`src/rtl/arith_pkg.sv`:
```
// Shared op-code encoding and flag layout for the pipelined arithmetic unit.
// The flag vector is {C,V,Z,N}, with C at bit 3 and N at bit 0.
package arith_pkg;

    localparam logic [2:0] OP_PASS_A = 3'd0;
    localparam logic [2:0] OP_ADD    = 3'd1;
    localparam logic [2:0] OP_SUB_AB = 3'd2;
    localparam logic [2:0] OP_SUB_BA = 3'd3;
    localparam logic [2:0] OP_NEG_A  = 3'd4;
    localparam logic [2:0] OP_INC_A  = 3'd5;
    localparam logic [2:0] OP_SUB3_A = 3'd6;
    localparam logic [2:0] OP_ADD2_B = 3'd7;

    localparam int FLAG_C  = 3;
    localparam int FLAG_V  = 2;
    localparam int FLAG_Z  = 1;
    localparam int FLAG_N  = 0;
    localparam int FLAGS_W = 4;

    function automatic logic [FLAGS_W-1:0] pack_flags(input logic c, input logic v,
                                                      input logic z, input logic n);
        logic [FLAGS_W-1:0] f;
        f         = 4'b0000;
        f[FLAG_C] = c;
        f[FLAG_V] = v;
        f[FLAG_Z] = z;
        f[FLAG_N] = n;
        return f;
    endfunction

endpackage

```
`src/rtl/arith_pipe_unit_if.sv`:
```
// Operand/result handshake bundle for arith_pipe_unit.
// The unit connects through the slave modport; the operand source/consumer uses master.
interface arith_pipe_unit_if
    import arith_pkg::*;
#(
    parameter int WIDTH = 8,
    parameter int TAG_W = 4
);
    logic               in_valid;
    logic               in_ready;
    logic [2:0]         opselect;
    logic [WIDTH-1:0]   OpA;
    logic [WIDTH-1:0]   OpB;
    logic [TAG_W-1:0]   in_tag;
    logic               out_valid;
    logic               out_ready;
    logic [WIDTH-1:0]   result;
    logic [FLAGS_W-1:0] flags;
    logic [TAG_W-1:0]   out_tag;

    modport slave (
        input  in_valid, opselect, OpA, OpB, in_tag, out_ready,
        output in_ready, out_valid, result, flags, out_tag
    );

    modport master (
        output in_valid, opselect, OpA, OpB, in_tag, out_ready,
        input  in_ready, out_valid, result, flags, out_tag
    );
endinterface

```
`src/rtl/arith_core.sv`:
```
// Combinational compute of result and {C,V,Z,N} for one operation.
// Optional build macro ARITH_SAT_EN: saturate to the signed limit on overflow.
module arith_core
    import arith_pkg::*;
#(
    parameter int WIDTH = 8
) (
    input  logic [2:0]         op_i,
    input  logic [WIDTH-1:0]   a_i,
    input  logic [WIDTH-1:0]   b_i,
    output logic [WIDTH-1:0]   result_o,
    output logic [FLAGS_W-1:0] flags_o
);

    logic [WIDTH-1:0] x_s;
    logic [WIDTH-1:0] y_s;
    logic             sub_s;
    logic             arith_s;
    logic [WIDTH:0]   wide_s;
    logic [WIDTH-1:0] raw_s;
    logic [WIDTH-1:0] res_s;
    logic             c_s;
    logic             v_s;

`ifdef ARITH_SAT_EN
    // On overflow the true result carries the sign of the minuend/addend x.
    function automatic logic [WIDTH-1:0] sat_limit(input logic x_neg);
        logic [WIDTH-1:0] lim;
        if (x_neg) begin
            lim = {1'b1, {(WIDTH-1){1'b0}}};
        end else begin
            lim = {1'b0, {(WIDTH-1){1'b1}}};
        end
        return lim;
    endfunction
`endif

    // Map each op onto a single add-or-subtract of x and y.
    always_comb begin
        x_s     = a_i;
        y_s     = {WIDTH{1'b0}};
        sub_s   = 1'b0;
        arith_s = 1'b1;
        case (op_i)
            OP_PASS_A: arith_s = 1'b0;
            OP_ADD:    y_s = b_i;
            OP_SUB_AB: begin y_s = b_i; sub_s = 1'b1; end
            OP_SUB_BA: begin x_s = b_i; y_s = a_i; sub_s = 1'b1; end
            OP_NEG_A:  begin x_s = {WIDTH{1'b0}}; y_s = a_i; sub_s = 1'b1; end
            OP_INC_A:  y_s = WIDTH'(1);
            OP_SUB3_A: begin y_s = WIDTH'(3); sub_s = 1'b1; end
            OP_ADD2_B: begin x_s = b_i; y_s = WIDTH'(2); end
            default:   arith_s = 1'b0;
        endcase
    end

    // The extra top bit is the carry for adds and the borrow for subtracts.
    always_comb begin
        if (sub_s) begin
            wide_s = {1'b0, x_s} - {1'b0, y_s};
        end else begin
            wide_s = {1'b0, x_s} + {1'b0, y_s};
        end
        raw_s = wide_s[WIDTH-1:0];
        c_s   = arith_s & wide_s[WIDTH];
        v_s   = arith_s
              & ((x_s[WIDTH-1] ^ y_s[WIDTH-1]) == sub_s)
              & (raw_s[WIDTH-1] != x_s[WIDTH-1]);
    end

    // Final result selection and flag packing.
    always_comb begin
`ifdef ARITH_SAT_EN
        if (v_s) begin
            res_s = sat_limit(x_s[WIDTH-1]);
        end else begin
            res_s = raw_s;
        end
`else
        res_s = raw_s;
`endif
        result_o = res_s;
        flags_o  = pack_flags(c_s, v_s, (res_s == {WIDTH{1'b0}}), res_s[WIDTH-1]);
    end

endmodule

```
`src/rtl/arith_pipe_unit.sv`:
```
// Two-stage valid/ready arithmetic pipeline: S1 registers the operation, S2 registers
// the computed result, flags and tag. Build macro ARITH_SAT_EN selects saturating results.
module arith_pipe_unit
    import arith_pkg::*;
#(
    parameter int WIDTH = 8,
    parameter int TAG_W = 4
) (
    input  logic              clk,
    input  logic              rst_n,
    arith_pipe_unit_if.slave  bus
);

    logic               s1_valid_q, s1_valid_d;
    logic [2:0]         s1_op_q,    s1_op_d;
    logic [WIDTH-1:0]   s1_a_q,     s1_a_d;
    logic [WIDTH-1:0]   s1_b_q,     s1_b_d;
    logic [TAG_W-1:0]   s1_tag_q,   s1_tag_d;

    logic               out_valid_q, out_valid_d;
    logic [WIDTH-1:0]   result_q,    result_d;
    logic [FLAGS_W-1:0] flags_q,     flags_d;
    logic [TAG_W-1:0]   out_tag_q,   out_tag_d;

    logic               s2_adv_s;
    logic               s1_adv_s;
    logic [WIDTH-1:0]   core_result_s;
    logic [FLAGS_W-1:0] core_flags_s;

    arith_core #(.WIDTH(WIDTH)) u_core (
        .op_i     (s1_op_q),
        .a_i      (s1_a_q),
        .b_i      (s1_b_q),
        .result_o (core_result_s),
        .flags_o  (core_flags_s)
    );

    // Stage advance conditions; built only from registered state and out_ready.
    always_comb begin
        s2_adv_s = !out_valid_q || bus.out_ready;
        s1_adv_s = !s1_valid_q || s2_adv_s;
    end

    // S1 next state: load a new op when advancing, otherwise hold.
    always_comb begin
        s1_valid_d = s1_valid_q;
        s1_op_d    = s1_op_q;
        s1_a_d     = s1_a_q;
        s1_b_d     = s1_b_q;
        s1_tag_d   = s1_tag_q;
        if (s1_adv_s) begin
            s1_valid_d = bus.in_valid;
            if (bus.in_valid) begin
                s1_op_d  = bus.opselect;
                s1_a_d   = bus.OpA;
                s1_b_d   = bus.OpB;
                s1_tag_d = bus.in_tag;
            end else begin
                s1_op_d  = s1_op_q;
            end
        end else begin
            s1_valid_d = s1_valid_q;
        end
    end

    // S2 next state: output data only changes when a valid op moves in.
    always_comb begin
        out_valid_d = out_valid_q;
        result_d    = result_q;
        flags_d     = flags_q;
        out_tag_d   = out_tag_q;
        if (s2_adv_s) begin
            out_valid_d = s1_valid_q;
            if (s1_valid_q) begin
                result_d  = core_result_s;
                flags_d   = core_flags_s;
                out_tag_d = s1_tag_q;
            end else begin
                result_d  = result_q;
            end
        end else begin
            out_valid_d = out_valid_q;
        end
    end

    // Pipeline registers.
    always_ff @(posedge clk or negedge rst_n) begin
        if (!rst_n) begin
            s1_valid_q  <= 1'b0;
            s1_op_q     <= 3'd0;
            s1_a_q      <= {WIDTH{1'b0}};
            s1_b_q      <= {WIDTH{1'b0}};
            s1_tag_q    <= {TAG_W{1'b0}};
            out_valid_q <= 1'b0;
            result_q    <= {WIDTH{1'b0}};
            flags_q     <= {FLAGS_W{1'b0}};
            out_tag_q   <= {TAG_W{1'b0}};
        end else begin
            s1_valid_q  <= s1_valid_d;
            s1_op_q     <= s1_op_d;
            s1_a_q      <= s1_a_d;
            s1_b_q      <= s1_b_d;
            s1_tag_q    <= s1_tag_d;
            out_valid_q <= out_valid_d;
            result_q    <= result_d;
            flags_q     <= flags_d;
            out_tag_q   <= out_tag_d;
        end
    end

    assign bus.in_ready  = s1_adv_s;
    assign bus.out_valid = out_valid_q;
    assign bus.result    = result_q;
    assign bus.flags     = flags_q;
    assign bus.out_tag   = out_tag_q;

endmodule

```
`src/flat_wrapper.sv`:
```
// flat-port wrapper written by rule: the top's interface ports become plain ports
module arith_pipe_unit_flat import arith_pkg::*;
#(
    parameter int WIDTH = 8,
    parameter int TAG_W = 4
)
  (clk, rst_n, bus_in_valid, bus_opselect, bus_OpA, bus_OpB, bus_in_tag, bus_out_ready, bus_in_ready, bus_out_valid, bus_result, bus_flags, bus_out_tag);
  arith_pipe_unit_if #(.WIDTH(WIDTH), .TAG_W(TAG_W)) bus_i ();
  input  logic clk;
  input  logic rst_n;
  input wire logic [$bits(bus_i.in_valid)-1:0] bus_in_valid;
  input wire logic [$bits(bus_i.opselect)-1:0] bus_opselect;
  input wire logic [$bits(bus_i.OpA)-1:0] bus_OpA;
  input wire logic [$bits(bus_i.OpB)-1:0] bus_OpB;
  input wire logic [$bits(bus_i.in_tag)-1:0] bus_in_tag;
  input wire logic [$bits(bus_i.out_ready)-1:0] bus_out_ready;
  output wire logic [$bits(bus_i.in_ready)-1:0] bus_in_ready;
  output wire logic [$bits(bus_i.out_valid)-1:0] bus_out_valid;
  output wire logic [$bits(bus_i.result)-1:0] bus_result;
  output wire logic [$bits(bus_i.flags)-1:0] bus_flags;
  output wire logic [$bits(bus_i.out_tag)-1:0] bus_out_tag;
  assign bus_i.in_valid = bus_in_valid;
  assign bus_i.opselect = bus_opselect;
  assign bus_i.OpA = bus_OpA;
  assign bus_i.OpB = bus_OpB;
  assign bus_i.in_tag = bus_in_tag;
  assign bus_i.out_ready = bus_out_ready;
  assign bus_in_ready = bus_i.in_ready;
  assign bus_out_valid = bus_i.out_valid;
  assign bus_result = bus_i.result;
  assign bus_flags = bus_i.flags;
  assign bus_out_tag = bus_i.out_tag;
  arith_pipe_unit #(.WIDTH(WIDTH), .TAG_W(TAG_W)) u_core (.clk(clk), .rst_n(rst_n), .bus(bus_i));
endmodule
```
`config.mk`:
```
export PLATFORM = sky130hd
export DESIGN_NAME = arith_pipe_unit_flat
export DESIGN_NICKNAME = d
export VERILOG_FILES = /design/src/rtl/arith_pkg.sv /design/src/rtl/arith_pipe_unit_if.sv /design/src/rtl/arith_core.sv /design/src/rtl/arith_pipe_unit.sv /design/src/flat_wrapper.sv
export SDC_FILE = /design/constraint.sdc
export NUM_CORES = 1
export LEC_CHECK = 0
export CAP_MARGIN = 0
export CORE_MARGIN = 8
export CORE_UTILIZATION = 25
export DETAILED_ROUTE_END_ITERATION = 10
export GPL_TIMING_DRIVEN = 0
export PLACE_DENSITY = 0.48
export SYNTH_ARGS = -nofsm -noshare
export SYNTH_HDL_FRONTEND = slang
export SYNTH_SLANG_ARGS = --single-unit
```
`constraint.sdc`:
```
create_clock -name clk -period 5.8 [get_ports clk]
set_input_delay 0.87 -clock clk [delete_from_list [all_inputs] [get_ports clk]]
set_output_delay 0.87 -clock clk [all_outputs]
set_load 0.05 [all_outputs]
```
==> flow_summary.json <==
{
  "status": "finished clean",
  "post-route-min-period_ns": 3.74,
  "root_buffer": "clkbuf_8",
  "synth-edff-count": 0,
  "required_ns": 5.98,
  "rsz0062_at_grt": "false",
  "slowest_delay_ns": 0.38,
  "criticalPathCategory": "flop to flop",
  "synth_seq_area_share": 0.395,
  "grt_max_degree": 39,
  "async_flop_share": 1.00,
  "end_kind": "flop",
  "cts_tree": "done",
  "cts_max_level": 2,
  "startpoint_type": "flop",
  "dr.pass1.iters": 4,
  "netlist_top_cells_count": "dfrtp_1 (40), mux2_2 (34), nor2_1 (16), a21oi_1 (13), nand2_1 (13)",
  "ys_top_cells_by_area": "dfrtp_1 (39%), mux2_2 (15%), ha_1 (4.4%)",
  "arrival_ns": 3.92,
  "slew-limit-headroom": 0.573,
  "fmax_mhz": 267,
  "post-synth-top-area-cell": "dfrtp_1",
  "initial_core_util": 0.258,
  "synth_xor_area_frac": 0.0449,
  "clk_latency_ns": 0.29,
  "ys_types": 55,
  "report.final.slew_viol_count": 0,
  "path_cells": "buf_2, buf_2, nand2_1, o221ai_1, ha_1, o21ai_0, ha_1, nor2_1, a211oi_1, o41ai_1, xnor2_1, mux2i_1, a22o_1",
  "max-vdd-ir-drop_v": 0.000183,
  "ys_ff_latch": 40,
  "port_buffers": 44,
  "clock_path_buffers": 2,
  "synthMuxAreaShare": 0.180,
  "final_nets": 326,
  "wl_per_cell_um": 14.6,
  "holdCritPathClass": "primary input to async pin",
  "vias_per_cell": 4.66,
  "cts_sinks": 40,
  "path_clk_slew_ns": 0.09,
  "timing.final.ws_setup_ns": 2.06,
  "grt_pass1_vias": 2046,
  "finalSetupViolCount": 0,
  "netlist_area_um2": 2530,
  "gr-total-overflow": 0,
  "p_total_mw": 1.43,
  "rows": 36,
  "gp_congestion": 0.787,
  "dr.first_iter.drc_count": 72,
  "synth_compound_area_frac": 0.145,
  "drive_gt1_frac": 0.217,
  "power_density_nw_per_um2": 442,
  "avgSynthCellArea_um2": 10.7,
  "post-route-period-util": 0.645,
  "tightest_slew_ns": 0.641,
  "cpMaxStageDelayCell": "xnor2_1",
  "post_cts_resized": 0,
  "pin_count": 45,
  "synthAdderAreaFrac": 0.0563,
  "drc_errors": 0,
  "synth_ff_type": "dfrtp_1",
  "die_height_um": 117,
  "yosysMostFrequentCell": "dfrtp_1",
  "grt_util_all_layers": 0.0953,
  "n_antenna_cell": 0,
  "fin_worst_skew_ns": 0.00860,
  "ys_warn_count": 0,
  "grt_pass1_wl_um": 10200,
  "cts_setup_buffers": 0,
  "synth_top_family_by_area": "multiplexers",
  "vias": 1973,
  "critical_path_buf_inv_count": 2,
  "core_area_um2": 9820,
  "routed_wl_um": 6200,
  "cap_viol_max_count": 0,
  "synthCells": 237,
  "synthesis.nets": 274,
  "yosys.area_share.simple": 0.141,
  "fin_tns_setup_ns": 0,
  "n_fill_cell": 1063,
  "finalHoldViolCount": 0,
  "antenna_found_initial": 0,
  "crit_family": "compound AO/OA/AOI/OAI gates",
  "dp_slack_ns": 2.00,
  "area_growth_syn_to_layout_pct": 28.0,
  "cts_buffers": 5,
  "ant_nets": 0,
  "dieArea_um2": 13600,
  "synth_top_cell_area_share": 0.395,
  "leakagePower_nw": 1.31,
  "hpwl_um": 4780,
  "fp.dieW_um": 117,
  "worstPathMaxFanout": 10,
  "hold_buffers": 0
}
## path summary, 6_finish.rpt
kind                                   endpoint                 start  cells past startpoint  slack, ns
hold reg to reg            u_core.bus.result[0]  u_core.bus.result[0]                      2       0.48
min in group clk           u_core.bus.result[0]  u_core.bus.result[0]                      2       0.48
setup / recovery            u_core.bus.flags[2]     u_core.s1_op_q[1]                     13       2.06
setup reg to reg            u_core.bus.flags[2]     u_core.s1_op_q[1]                     13       2.06
max in group asynchronous      u_core.s1_a_q[4]                 rst_n                      2       5.02
hold / removal             u_core.bus.out_valid                 rst_n                      1       0.37
## logic make-up (layout without fill, tap and decap cells)
family | count (synthesis) | after routing
AO/OA/AOI/OAI | 53 | 53
XOR/XNOR | 13 | 13
adder cells (fa/ha/maj) | 11 | 11
buffers and inverters | 19 | 72
flip-flops | 40 | 40
multiplexers | 40 | 40
AND/OR/NAND/NOR | 61 | 61
## per-stage QoR
stage,utilization,hold slack [ns],area [um^2],instances
floorplan,-,0.457,2530,237
global placement,0.320,0.467,3140,414
detailed placement,0.321,0.471,3160,415
CTS,0.330,0.367,3240,423
global route,0.330,0.360,3240,423
finish,0.330,0.374,3240,423
## registers in the layout (all words and copies together) (netlist names)
name,flops
u_core.s1_tag_q,4
u_core.s1_op_q,3
u_core.bus.out_valid,1
u_core.s1_b_q,8
u_core.s1_a_q,8
u_core.s1_valid_q,1
u_core.bus.out_tag,4
u_core.bus.flags,4
u_core.bus.result,7
## per-layer routing
layer  wire [um]  track usage  up-vias
met2        2790        0.152       34
met1        3060        0.124      961
met5           0            0        -
met3         278       0.0238        7
li1            -            -      971
met4          62       0.0273        0
## area by class of cell
class / instances / area [um^2] / share of cell area
plain buffers: 15 / 81.3 / 0.0251
inverters: 4 / 15.0 / 0.00463
multi-input cells: 178 / 1440 / 0.443
flip-flops and latches: 40 / 1000 / 0.309
clock inverters: 3 / 18.8 / 0.00578
well taps: 133 / 166 / 0.0513
repair buffers: 45 / 455 / 0.140
clock buffers: 5 / 68.8 / 0.0212
## power by group
part / switching, mW / internal (mW) / total [mW] / leakage [nW]
Sequential: 0.0458 / 0.347 / 0.392 / 0.472
Combinational: 0.493 / 0.359 / 0.852 / 0.787
Clock: 0.104 / 0.0840 / 0.188 / 0.0479
## placed cells by master (no fill, tap or decap), drive strengths merged, types with 2 or more instances in the layout
master | netlist | layout
clkdlybuf4s50 | 0 | 43
dfrtp | 40 | 40
mux2 | 36 | 36
nor2 | 16 | 16
a21oi | 14 | 14
buf | 12 | 14
nand2 | 13 | 13
ha | 9 | 9
nand2b | 8 | 8
o22ai | 8 | 8
xor2 | 8 | 8
o21ai | 8 | 8
clkbuf | 3 | 8
xnor2 | 5 | 5
inv | 4 | 4
nor4bb | 4 | 4
a211oi | 4 | 4
mux2i | 4 | 4
a21o | 3 | 3
clkinv | 0 | 3
o221ai | 2 | 2
a32o | 2 | 2
a31oi | 2 | 2
nand4bb | 2 | 2
and4bb | 2 | 2
a41oi | 2 | 2
nand3b | 2 | 2
a22o | 2 | 2
No activity file was read; power rests on OpenSTA's default activity.
